==> src/rtl/trapezoid_feeder.sv <==
// trapezoid_feeder: transmit side of the trapezoid engine command port.
// Upstream {x,y} vertex beats are buffered in a FIFO and issued four at a time
// on nt/xi/yi. A new trapezoid starts only when the engine's busy is low, and
// busy is ignored for GUARD cycles after each trapezoid because the engine is
// slow to raise it.
// Optional build macro TRAP_FEED_CHECK_EN: before launching, the four head
// entries are checked and a malformed group (y0!=y1, y2!=y3 or y0>y2) is
// discarded in one cycle with a one-cycle err_malformed pulse.
module trapezoid_feeder #(
  parameter int DEPTH_TRAP = 4,
  parameter int GUARD      = 2,
  parameter int CNT_W      = 16
) (
  input  logic                           clk,
  input  logic                           reset,
  input  logic                           vtx_valid,
  output logic                           vtx_ready,
  input  logic [7:0]                     vtx_x,
  input  logic [7:0]                     vtx_y,
  input  logic                           busy,
  output logic                           nt,
  output logic [7:0]                     xi,
  output logic [7:0]                     yi,
  output logic [$clog2(4*DEPTH_TRAP):0]  fifo_level,
  output logic [CNT_W-1:0]               issued_cnt,
  output logic                           idle,
  output logic                           err_malformed
);

  localparam int DEPTH  = 4 * DEPTH_TRAP;
  localparam int PTR_W  = $clog2(DEPTH);
  localparam int LVL_W  = $clog2(DEPTH) + 1;
  localparam int GCNT_W = (GUARD > 0) ? $clog2(GUARD + 1) : 1;

  typedef struct packed {
    logic [7:0] x;
    logic [7:0] y;
  } vertex_t;

  typedef enum logic [2:0] {
    ST_IDLE,
    ST_S0,
    ST_S1,
    ST_S2,
    ST_S3,
    ST_GUARD
  } state_e;

  vertex_t            mem [DEPTH];
  logic [PTR_W-1:0]   wr_ptr;
  logic [PTR_W-1:0]   rd_ptr;
  state_e             state;
  logic [GCNT_W-1:0]  guard_cnt;
  logic               push;
  logic [2:0]         pop_n;
  logic               launch_ok;
  logic               malformed;
  vertex_t            head0;

  // Advance a FIFO pointer by k entries, wrapping modulo DEPTH (k <= 4 <= DEPTH).
  function automatic logic [PTR_W-1:0] ptr_add(input logic [PTR_W-1:0] ptr, input int k);
    int s;
    s = int'(ptr) + k;
    if (s >= DEPTH) s = s - DEPTH;
    return PTR_W'(s);
  endfunction

  // Ready depends only on the registered level: a pop this cycle does not
  // make room for a push in the same cycle.
  assign vtx_ready = (fifo_level < LVL_W'(DEPTH));
  assign push      = vtx_valid && vtx_ready;
  assign head0     = mem[rd_ptr];
  assign launch_ok = (state == ST_IDLE) && !busy && (fifo_level >= LVL_W'(4));
  assign idle      = (state == ST_IDLE) && (fifo_level < LVL_W'(4));

`ifdef TRAP_FEED_CHECK_EN
  vertex_t head1, head2, head3;

  assign head1     = mem[ptr_add(rd_ptr, 1)];
  assign head2     = mem[ptr_add(rd_ptr, 2)];
  assign head3     = mem[ptr_add(rd_ptr, 3)];
  assign malformed = (head0.y != head1.y) || (head2.y != head3.y) || (head0.y > head2.y);

  // Pulse for one cycle whenever a malformed group is discarded.
  always_ff @(posedge clk) begin
    if (reset) err_malformed <= 1'b0;
    else       err_malformed <= launch_ok && malformed;
  end
`else
  assign malformed     = 1'b0;
  assign err_malformed = 1'b0;
`endif

  // Number of entries leaving the FIFO this cycle: one per issued vertex,
  // or a whole group at once when it is discarded.
  always_comb begin
    // NOTE: default assignment first so no path leaves pop_n unassigned (no latch).
    pop_n = 3'd0;
    case (state)
      ST_IDLE:             if (launch_ok) pop_n = malformed ? 3'd4 : 3'd1;
      ST_S0, ST_S1, ST_S2: pop_n = 3'd1;
      default:             pop_n = 3'd0;
    endcase
  end

  // FIFO pointers and occupancy.
  always_ff @(posedge clk) begin
    // NOTE: registered state uses non-blocking assignments so every flop samples
    // pre-edge values regardless of block ordering.
    if (reset) begin
      wr_ptr     <= '0;
      rd_ptr     <= '0;
      fifo_level <= '0;
    end else begin
      if (push) wr_ptr <= ptr_add(wr_ptr, 1);
      rd_ptr     <= ptr_add(rd_ptr, int'(pop_n));
      fifo_level <= fifo_level + LVL_W'(push) - LVL_W'(pop_n);
    end
  end

  // FIFO storage write port.
  always_ff @(posedge clk) begin
    // NOTE: storage is not reset; entries are only read after being written,
    // and reset empties the FIFO through the pointers and level alone.
    if (push) mem[wr_ptr] <= '{x: vtx_x, y: vtx_y};
  end

  // Issue sequencer: four vertex cycles, one clearing cycle, then the guard window.
  always_ff @(posedge clk) begin
    if (reset) begin
      state      <= ST_IDLE;
      nt         <= 1'b0;
      xi         <= '0;
      yi         <= '0;
      issued_cnt <= '0;
      guard_cnt  <= '0;
    end else begin
      nt <= 1'b0;
      case (state)
        ST_IDLE: begin
          xi <= '0;
          yi <= '0;
          if (launch_ok && !malformed) begin
            nt    <= 1'b1;
            xi    <= head0.x;
            yi    <= head0.y;
            state <= ST_S0;
          end
        end
        ST_S0: begin
          xi    <= head0.x;
          yi    <= head0.y;
          state <= ST_S1;
        end
        ST_S1: begin
          xi    <= head0.x;
          yi    <= head0.y;
          state <= ST_S2;
        end
        ST_S2: begin
          xi    <= head0.x;
          yi    <= head0.y;
          state <= ST_S3;
        end
        ST_S3: begin
          xi         <= '0;
          yi         <= '0;
          issued_cnt <= issued_cnt + CNT_W'(1);
          if (GUARD == 0) begin
            state <= ST_IDLE;
          end else begin
            state     <= ST_GUARD;
            guard_cnt <= GCNT_W'(GUARD);
          end
        end
        ST_GUARD: begin
          // Spend exactly GUARD cycles here; busy is not looked at.
          xi        <= '0;
          yi        <= '0;
          guard_cnt <= guard_cnt - 1'b1;
          if (guard_cnt <= GCNT_W'(1)) state <= ST_IDLE;
        end
        default: begin
          xi    <= '0;
          yi    <= '0;
          state <= ST_IDLE;
        end
      endcase
    end
  end

endmodule

==> config.mk <==
export PLATFORM = sky130hd
export DESIGN_NAME = trapezoid_feeder
export DESIGN_NICKNAME = d
export VERILOG_FILES = /design/src/rtl/trapezoid_feeder.sv
export SDC_FILE = /design/constraint.sdc
export NUM_CORES = 1
export LEC_CHECK = 0
export CAP_MARGIN = 10
export CORE_ASPECT_RATIO = 1.25
export CORE_MARGIN = 2
export CORE_UTILIZATION = 35
export DETAILED_ROUTE_END_ITERATION = 6
export GPL_ROUTABILITY_DRIVEN = 0
export SYNTH_ARGS = -nofsm -noshare
export SYNTH_HDL_FRONTEND = slang
export SYNTH_SLANG_ARGS = --single-unit
==> constraint.sdc <==
create_clock -name clk -period 3.3 [get_ports clk]
set_input_delay 0.33 -clock clk [delete_from_list [all_inputs] [get_ports clk]]
set_output_delay 0.33 -clock clk [all_outputs]
set_load 0.05 [all_outputs]
======== After elaboration in Yosys (flattened, before gate mapping) ========
Memories as Yosys holds them, arrays and structs flattened. A register that Yosys moved wholly into a read port is not among the register bits.
Index checks and enable logic that the tools add are counted.
storage, ports and cells
  RAM bits ................................ 256
  output and inout port bits .............. 41
  bits in registers ....................... 51
  input bits .............................. 20
  memories kept ........................... 1
  word-level logic and storage cells ...... 58
memory list
  memory  depth  width  read ports  clocked after Yosys merged registers in  wr ports  RTL line  RTL
  mem     16     16     1           1                                        1         49        vertex_t mem [DEPTH];
cells by class
  magnitude comparators ................... 6
  eq/ne operators ......................... 7
  reductions and logical operators ........ 10
  bitwise gates (word level) .............. 1
  add/subtract/negate cells ............... 8
  muxes and demuxes ....................... 16
operators with widths
  kind                                                         number
  one-hot mux 8 bit (2 select lines)                           2
  one-hot mux 3 bit (6 select lines)                           1
  adder 16 x 1 -> 16 bit (second input constant)               1
  two-way mux 8 bit                                            2
  two-way mux 4 bit                                            3
  >= comparator 5 bit (second input constant)                  2
  subtractor 4 x 1 -> 4 bit (second input constant)            2
  equality test 3 x 2 -> 1 bit (second input constant)         2
  equality test 3 bit (second input constant)                  2
  two-way mux 3 bit                                            2
  adder 4 x 1 -> 5 bit                                         1
  adder 4 x 1 -> 5 bit (second input constant)                 1
  adder 5 x 1 -> 5 bit                                         1
  >= comparator 5 x 3 -> 1 bit (second input constant)         1
  less-than comparator 5 x 3 -> 1 bit (second input constant)  1
  less-than comparator 5 bit (second input constant)           1
  subtractor 5 x 3 -> 5 bit                                    1
  logical AND 1 bit                                            4
  two-way mux 1 bit                                            4
  != test 2 bit (second input constant)                        2
  one-hot mux 2 bit (2 select lines)                           1
  equality test 3 x 1 -> 1 bit (second input constant)         1
  zero test 3 bit                                              1
  OR reduction 3 bit                                           1
  8 further kinds                                              8

======== Logic depth before layout (Yosys ltp) ========
Gate-level depths: netlist of run 1.
  word-level depth ........................ 9
  mapped depth ............................ 15

======== Least setup slack after synthesis of run 1 ========
Ideal clock, no wire load.
  path type ............................... register to register
  start ................................... register fifo_level[2]
  end ..................................... register fifo_level[4]
  slack ................................... 209 ps
  required time ........................... 3168 ps
  stages on the path, launching flop included .. 15
  period minus slack after synthesis ...... 3091 ps
  path buffers ............................ 0
  data arrival time ....................... 2958 ps
  cells stage by stage .................... dfxtp_1 -> ha_1 -> nor4b_1 -> o31a_1 -> nor3_1 -> nor2_1 -> ha_1 -> inv_1 -> ha_1 -> inv_1 -> fa_1 -> nor2b_1 -> o21a_1 -> or3_1 -> a21oi_1
on the way
  longest elaborated chain between the ends .. 5
  elaborated cells between the ends (all ways) .. 8
  those cells by class .................... 2 x add/sub; 2 x order compare; 2 x mux; 2 x reduce/logical
RTL lines
  what                                                                RTL line  RTL
  start: declaration                                                  24        output logic [$clog2(4*DEPTH_TRAP):0] fifo_level,
  start signal: assignment                                            117       fifo_level <= fifo_level + LVL_W'(push) - LVL_W'(pop_n);
  branches (longest 4 deep; another with less-than comparator 5 bit)  -
  subtractor 5 x 3 -> 5 bit (*)                                       117
Every way passes the cells marked *.
A chain may end at the register's enable or synchronous reset.

======== Worst setup path after layout of run 1 ========
  start ................................... register fifo_level[4]
  end ..................................... output port idle
on the way
  longest elaborated chain between the ends .. 2
RTL lines
  what                                 RTL line  RTL
  less-than comparator 5 x 3 -> 1 bit  74        assign idle = (state == ST_IDLE) && (fifo_level < LVL_W'(4));
  logical AND 1 bit                    74
  end: declaration                     26        output logic idle,
Every way passes these cells.

==> summary.txt, run 1 <==
Drt
  – Post-DR wirelength/cell: 21.0 um
  – # DRC: 0
  – Average vias per placed instance: 5.05
  – Post-detailed-route count of antenna-violating nets: 0
  – Count of vias placed by the detailed router: 5994
  – First DRT Iteration DRCs: 443
  – Wirelength, routed: 24900 um
  – Drt pass-1 iters: 4

Layout
  – Area occupied by registers: roughly 8700 sq um
  – Share of post-route cells with drive strength above 1: 24.8%
  – Area added between synthesis and finish: 19.3%
  – Number of filler cells placed in the layout: between 2000 and 3000
  – Number of antenna diodes: 0
  – Total area of multi-input combinational cells: between 3000 and 4000 sq um
  – Final instance count without filler cells: ~1200
  – Area of all placed cells without fillers: 14300 sq um
  – Layout Nets: roughly 770

Setup path
  – Type of origin of the critical path: flop
  – Register-to-register setup slack: 0.55 ns
  – Worst-path cell chain: inv_1 > ha_1 > or4b_4 > nor2_1 > clkdlybuf4s50_1
  – Required time of the critical path: 2.97 ns
  – Highest cell delay on the worst timing path: 0.82 ns
  – Start-to-end type of the worst setup path: flop to output port
  – Crit Reg-Reg Endpoint: fifo_level[4]
  – R2r worst-path depth: 14
  – Start point of the critical path: fifo_level[4]
  – Critical path arrival: 2.52 ns
  – Worst setup EP type: output port
  – Critical-path maximum fanout: 4
  – Critical Path Slowest Stage Cell: sky130_fd_sc_hd__clkdlybuf4s50_1
  – Top delay family on crit path: buffers and inverters
  – Worst flop-to-flop path startpoint: fifo_level[2]
  – Sum of buffers and inverters on the critical path: 2

Global route
  – Total Routing Usage GR: 14.4%
  – Number of global-route vias before repair: 6336
  – Global route overflow: 0
  – Initial antenna violation count: 0
  – Wire length of the first global-routing pass: 38000 um
  – Largest net degree at the start of global routing: 51

Timing
  – Clock tree skew after final layout: 0.0202 ns
  – Maximum clock frequency: 350 MHz
  – Final clock period utilization by the worst path: 86.5%
  – Worst slew margin relative to its limit: between 30% and 40%
  – Setup tns final: 0 ns
  – RSZ-0062 raised after global routing: false
  – Final Hold Vio Count: 0
  – Minimum clock period: 2.85 ns
  – Transition time at the pin with the least slew margin: 0.984 ns
  – Number of pins with negative max-slew slack in the final report: 0
  – # setup viols final: 0

Place
  – Number of I/O port buffers: 59
  – Placed Cells: 1125
  – Placement-stage cell area: between 10000 and 15000 sq um
  – DPL Wire Length: about 15000 um

Floorplanning
  – Row Count: 75
  – CORE AREA: 33600 sq um
  – Die Footprint: roughly 36000 sq um
  – Initial cell density of the core: 35.6%
  – Top-level I/O count: 61
  – Chip width: 169 um
  – Overall die height: between 200 and 250 um

Clock network
  – Clock sink total: 307
  – Count of hold buffers inserted by post-cts repair: 0
  – CTS tree: yes
  – Gates resized, CTS repair: 0
  – Insertion delay of the later-clocked pin in the worst-skew pair: approximately 0.50 ns
  – Maximum clock path buffer count: 3
  – CTS Root Buffer Type: sky130_fd_sc_hd__clkbuf_16
  – Total number of H-tree levels: 2
  – Count of buffers added by post-CTS timing repair for setup: 0
  – Clock-pin slew on the worst setup and hold paths: 0.05 ns
  – Total clock buffers created by CTS: 34

Yosys
  – Count of mapped cells out of synthesis: 644
  – Share of synthesized area occupied by flip-flops and latches: 72.8%
  – Post-synth top area share: between 60 and 70%
  – Cell types occupying the most area after synthesis: sky130_fd_sc_hd__edfxtp_1, sky130_fd_sc_hd__mux4_2, sky130_fd_sc_hd__dfxtp_1
  – Proportion of synthesized flip-flops having asynchronous set or reset: 0%
  – EDFF count, synth: 256
  – Number of unique standard cell types used by synthesis: 50
  – Post-synth top area cell: sky130_fd_sc_hd__edfxtp_1
  – Yosys warns: 0
  – Syn Area/Cell: 18.6 sq um
  – Cell area after synthesis: 12000 sq um
  – Most frequently used flop master after synthesis: sky130_fd_sc_hd__edfxtp_1
  – Register bit count reported by yosys: roughly 310
  – Number of nets produced by synthesis: 679

Hold path
  – Hold-critical path depth: 2
  – Start point of the worst min-delay path: guard_cnt[0]
  – Hold path endpoint: guard_cnt[0]
  – Type of the tightest min-delay check: flop to flop

Pwr
  – Leakage power figure: between 4 and 5 nW
  – Power per unit of standard cell area: 729 nW/um^2
  – Maximum vdd ir drop: 478 uV
  – Power after layout: 10.4 mW

Run
  – Maximum Capacitance Violations: 0

Outcome
  – Result of the run: completed
[kinds of logic (layout without fill, tap and decap cells)]
kind of cell             after synthesis  in the layout  share of synthesized area (%)
other                                  1              1                         0.0313
adder cells (fa/ha/maj)               15             15                           1.63
AO/OA/AOI/OAI                         39             39                           1.98
buffers and inverters                 47            166                           1.96
multiplexers                          98             98                           15.1
XOR/XNOR                              17             17                           1.24
flip-flops                           307            307                           72.8
AND/OR/NAND/NOR                      120            120                           5.32
[cells in the mapped netlist, drive strengths merged (2+ instances only)]
library cell  count
ha               14
clkbuf           13
buf              18
and3              2
xnor2             9
nor2b             8
o21ai            20
nor3              9
xor2              8
edfxtp          256
inv              16
mux2             17
nand2b            4
nor2             40
nor4              3
mux4             64
or3               3
a21oi             9
nand2            29
mux2i            17
nand4             5
nand3             7
dfxtp            51
o31ai             2
[flip-flops by register name, indices dropped and copies added, names as in the netlist]
| register | cells |
|---|---|
| xi | 8 |
| nt | 1 |
| fifo_level | 5 |
| issued_cnt | 16 |
| wr_ptr | 4 |
| rd_ptr | 4 |
| yi | 8 |
| state | 3 |
| mem | 256 |
| guard_cnt | 2 |
[how the worst max path moves through the flow]
| stage | end | cells after the start |
|---|---|---|
| detailed placement | fifo_level[4] | 14 |
| finish | idle | 5 |
| CTS | fifo_level[4] | 14 |
| floorplan | fifo_level[4] | 14 |
| global route | fifo_level[4] | 14 |
| global placement | fifo_level[4] | 14 |
[metal layers]
metal	track usage, %	vias up	part of all wire [%]
met2	24.2	164	49
met5	0	-	0
li1	-	2715	-
met4	4.24	0	2.0
met3	2.62	38	5.5
met1	19.0	3077	43
[tightest hold or removal path, cell delays in order (launching register included)]
cell	delay [ns]
sky130_fd_sc_hd__dfxtp_1	0.32
sky130_fd_sc_hd__nand2b_1	0.07
sky130_fd_sc_hd__a21oi_1	0.06
[area by class of cell]
type | instances | area share, %
multi-input cells | 290 | 21.6
repair buffers | 89 | 5.89
well taps | 423 | 3.71
clock inverters | 18 | 1.04
flip-flops and latches | 307 | 61.0
inverters | 16 | 0.421
clock buffers | 43 | 6.34
[where the power goes]
part           switching (mW)  leakage, nW  total [mW]  internal, mW
combinational            1.19         1.32        2.22          1.02
clock                    1.46        0.509        3.57          2.11
sequential              0.207         2.73        4.62          4.41
total                    2.87         4.56        10.4          7.55
[metrics by stage]
stage	setup WS, ns	hold WS (ns)	utilization, %
6_report	0.446	0.497	42.5
3_5_place_dp	0.440	0.485	39.3
3_3_place_gp	0.482	0.480	39.3
5_1_grt	0.172	0.523	42.5
2_1_floorplan	0.209	0.429	-
4_1_cts	0.395	0.500	42.5
[placed cells by master, fill, tap and decap left out, types with 6 or more instances in the layout]
cell type                         instances
sky130_fd_sc_hd__edfxtp_1               256
sky130_fd_sc_hd__mux4_2                  64
sky130_fd_sc_hd__clkdlybuf4s50_1         59
sky130_fd_sc_hd__dfxtp_1                 48
sky130_fd_sc_hd__clkbuf_16               35
sky130_fd_sc_hd__nand2_1                 29
sky130_fd_sc_hd__nor2_1                  28
sky130_fd_sc_hd__buf_4                   28
sky130_fd_sc_hd__o21ai_0                 20
sky130_fd_sc_hd__mux2i_1                 17
sky130_fd_sc_hd__mux2_2                  17
sky130_fd_sc_hd__inv_1                   16
sky130_fd_sc_hd__ha_1                    14
sky130_fd_sc_hd__nor2_2                  12
sky130_fd_sc_hd__a21oi_1                  9
sky130_fd_sc_hd__xnor2_1                  9
sky130_fd_sc_hd__nor2b_1                  8
sky130_fd_sc_hd__xor2_1                   8
sky130_fd_sc_hd__clkbuf_1                 8
sky130_fd_sc_hd__nand3_1                  7
sky130_fd_sc_hd__clkinv_2                 6
(Power assumes the default switching activity.)
==> run 2: changes to the inputs <==
--- a/config.mk
+++ b/config.mk
@@ -11,6 +11,8 @@
 export CORE_UTILIZATION = 35
 export DETAILED_ROUTE_END_ITERATION = 6
 export GPL_ROUTABILITY_DRIVEN = 0
+export RECOVER_POWER = 100
+export SLEW_MARGIN = 10
 export SYNTH_ARGS = -nofsm -noshare
 export SYNTH_HDL_FRONTEND = slang
 export SYNTH_SLANG_ARGS = --single-unit
==> summary.txt, run 2 (synthesized netlist as in run 1, its figures left out) <==
Setup path
  – Register-to-register setup slack: 0.49 ns (-0.06 ns)
  – Highest cell delay on the worst timing path: 0.89 ns (+0.07 ns)
  – Worst setup EP type: output port
  – Worst-path cell chain: inv_1 > ha_1 > or4b_1 > nor2_1 > dlygate4sd3_1
  – Start-to-end type of the worst setup path: flop to output port
  – Critical Path Slowest Stage Cell: sky130_fd_sc_hd__dlygate4sd3_1
  – Required time of the critical path: 2.97 ns (about the same)
  – Critical path arrival: 2.62 ns (+0.10 ns)
  – Sum of buffers and inverters on the critical path: 2 (unchanged)
  – Critical-path maximum fanout: 4 (unchanged)
  – Top delay family on crit path: buffers and inverters
  – Type of origin of the critical path: flop

Timing
  – Clock tree skew after final layout: 0.0205 ns (+0.000261 ns)
  – Setup ws final: 0.348 ns (-0.0984 ns)
  – RSZ-0062 raised after global routing: false
  – Worst slew margin relative to its limit: -6.28% (-41 points)
  – Final clock period utilization by the worst path: 89.5% (+3.0 points)
  – Transition time at the pin with the least slew margin: 1.59 ns (+0.610 ns)
  – # setup viols final: 0 (unchanged)
  – Hold Slack: 0.497 ns (+0.0000330 ns)
  – Setup tns final: 0 ns (unchanged)
  – Maximum clock frequency: 339 MHz (-3.3%)
  – Final Hold Vio Count: 0 (unchanged)
  – Minimum clock period: 2.95 ns (+0.0984 ns)
  – Number of pins with negative max-slew slack in the final report: 34 (+34)

Layout
  – Area occupied by registers: 8710 sq um (unchanged)
  – Number of filler cells placed in the layout: 2978 (+1.2%)
  – Number of antenna diodes: 0 (unchanged)
  – Layout Nets: 773 (unchanged)
  – Final instance count without filler cells: 1186 (unchanged)
  – Commonest cells after routing, fill and taps aside: sky130_fd_sc_hd__edfxtp_1, sky130_fd_sc_hd__mux4_2, sky130_fd_sc_hd__dlygate4sd3_1
  – Area added between synthesis and finish: 18.1%
  – Most common cell after layout, fill and taps aside: sky130_fd_sc_hd__edfxtp_1
  – Share of post-route cells with drive strength above 1: 20.2% (-4.6 points)
  – Total area of multi-input combinational cells: 3010 sq um (-2.3%)
  – Register with the highest flop count: mem
  – Share of the core filled with cells: 42.1% (-0.44 points)
  – Number of flip-flops under the largest register name: 256 (unchanged)
  – Area of all placed cells without fillers: 14100 sq um (-1.0%)
  – Registers with the highest flip-flop counts: mem: 256 flops, issued_cnt: 16 flops

Place
  – Setup Slack @ Placement: 0.440 ns (unchanged)
  – Placed Cells: 1125 (unchanged)
  – Number of I/O port buffers: 59 (unchanged)
  – DPL Wire Length: 14600 um (unchanged)
  – Placement-stage cell area: 13200 sq um (unchanged)

Floorplanning
  – Row Count: 75 (unchanged)
  – Top-level I/O count: 61 (unchanged)
  – Die Footprint: 35700 sq um (unchanged)
  – CORE AREA: 33600 sq um (unchanged)
  – Overall die height: 211 um (unchanged)
  – Chip width: 169 um (unchanged)
  – Initial cell density of the core: 35.6% (unchanged)

Drt
  – Met3 WL post-DR: 1320 um (-4.5%)
  – Post-detailed-route count of antenna-violating nets: 0 (unchanged)
  – Wirelength, routed: 25100 um (+0.64%)
  – Count of vias placed by the detailed router: 5982 (-0.20%)
  – Post-DR wirelength/cell: 21.2 um (+0.64%)
  – Highest routing layer actually used: met5
  – # DRC: 0 (unchanged)
  – Wire length on met1: 10800 um (about the same)
  – First DRT Iteration DRCs: 471 (+6.3%)
  – DR WL met2: 12300 um (+0.79%)
  – Drt pass-1 iters: 6 (+2)
  – Average vias per placed instance: 5.04 (-0.20%)

Clock network
  – CTS tree: yes
  – Total number of H-tree levels: 2 (unchanged)
  – Insertion delay of the later-clocked pin in the worst-skew pair: 0.50 ns (about the same)
  – Maximum clock path buffer count: 3 (unchanged)
  – Count of buffers added by post-CTS timing repair for setup: 0 (unchanged)
  – Count of hold buffers inserted by post-cts repair: 0 (unchanged)
  – Clock-pin slew on the worst setup and hold paths: 0.06 ns (about the same)
  – Gates resized, CTS repair: 0 (unchanged)
  – CTS Root Buffer Type: sky130_fd_sc_hd__clkbuf_16
  – Total clock buffers created by CTS: 34 (unchanged)
  – Clock sink total: 307 (unchanged)

Run
  – Maximum Capacitance Violations: 2 (+2)

Global route
  – Number of global-route vias before repair: 6336 (unchanged)
  – Wire length of the first global-routing pass: 38000 um (unchanged)
  – Global route overflow: 0 (unchanged)
  – Total Routing Usage GR: 14.4% (unchanged)
  – Initial antenna violation count: 1 (+1)
  – Largest net degree at the start of global routing: 51 (unchanged)

Hold path
  – Type of the tightest min-delay check: flop to flop

Pwr
  – Power after layout: 10.3 mW (-0.75%)
  – Maximum vdd ir drop: 491 uV (+2.7%)
  – Power per unit of standard cell area: 731 nW/um^2 (+0.29%)
  – Leakage power figure: 4.55 nW (about the same)

Outcome
  – Result of the run: finished, violations left
  – Violations in the final reports: capacitance limit, slew limit
-- run 2: report_power, final --
part / total [mW] / internal, mW / switching [mW]
clock: 3.57 / 2.11 / 1.46
sequential: 4.62 / 4.42 / 0.204
combinational: 2.14 / 0.952 / 1.19
total: 10.3 / 7.48 / 2.86
-- run 2: worst paths after layout --
| path | cells past startpoint | end | start |
|---|---|---|---|
| max reg2reg | 5 | mem[1][0] | fifo_level[4] |
| min | 2 | guard_cnt[0] | guard_cnt[0] |
| max | 5 | idle | fifo_level[4] |
| min reg2reg | 2 | guard_cnt[0] | guard_cnt[0] |
-- run 2: metal layers --
metal  global-route usage [%]  vias up
met5                        0        -
met4                     4.24        2
met3                     2.62       43
met2                     24.2      159
met1                     19.0     3059
li1                         -     2719
-- run 2: final cells by class --
cell class | instances | area share (%)
Inverter | 16 | 0.425
Timing Repair Buffer | 89 | 5.39
Clock buffer | 43 | 6.41
Multi-Input combinational cell | 290 | 21.3
Clock inverter | 18 | 1.05
Sequential cell | 307 | 61.7
Tap cell | 423 | 3.75
-- run 2: worst register-to-register path, cell delays in order, from the launching register on --
cell,delay (ns)
sky130_fd_sc_hd__dfxtp_1,0.34
sky130_fd_sc_hd__nor2b_1,0.14
sky130_fd_sc_hd__clkbuf_1,0.33
sky130_fd_sc_hd__nand2_1,0.20
sky130_fd_sc_hd__nor3_1,0.19
sky130_fd_sc_hd__clkbuf_1,1.18
==> run 3: changes to the inputs <==
--- a/config.mk
+++ b/config.mk
@@ -12,7 +12,6 @@
 export DETAILED_ROUTE_END_ITERATION = 6
 export GPL_ROUTABILITY_DRIVEN = 0
 export RECOVER_POWER = 100
-export SLEW_MARGIN = 10
 export SYNTH_ARGS = -nofsm -noshare
 export SYNTH_HDL_FRONTEND = slang
 export SYNTH_SLANG_ARGS = --single-unit
==> results of run 3 <==
The final DEF is identical to that of run 2; final timing and power are the same.
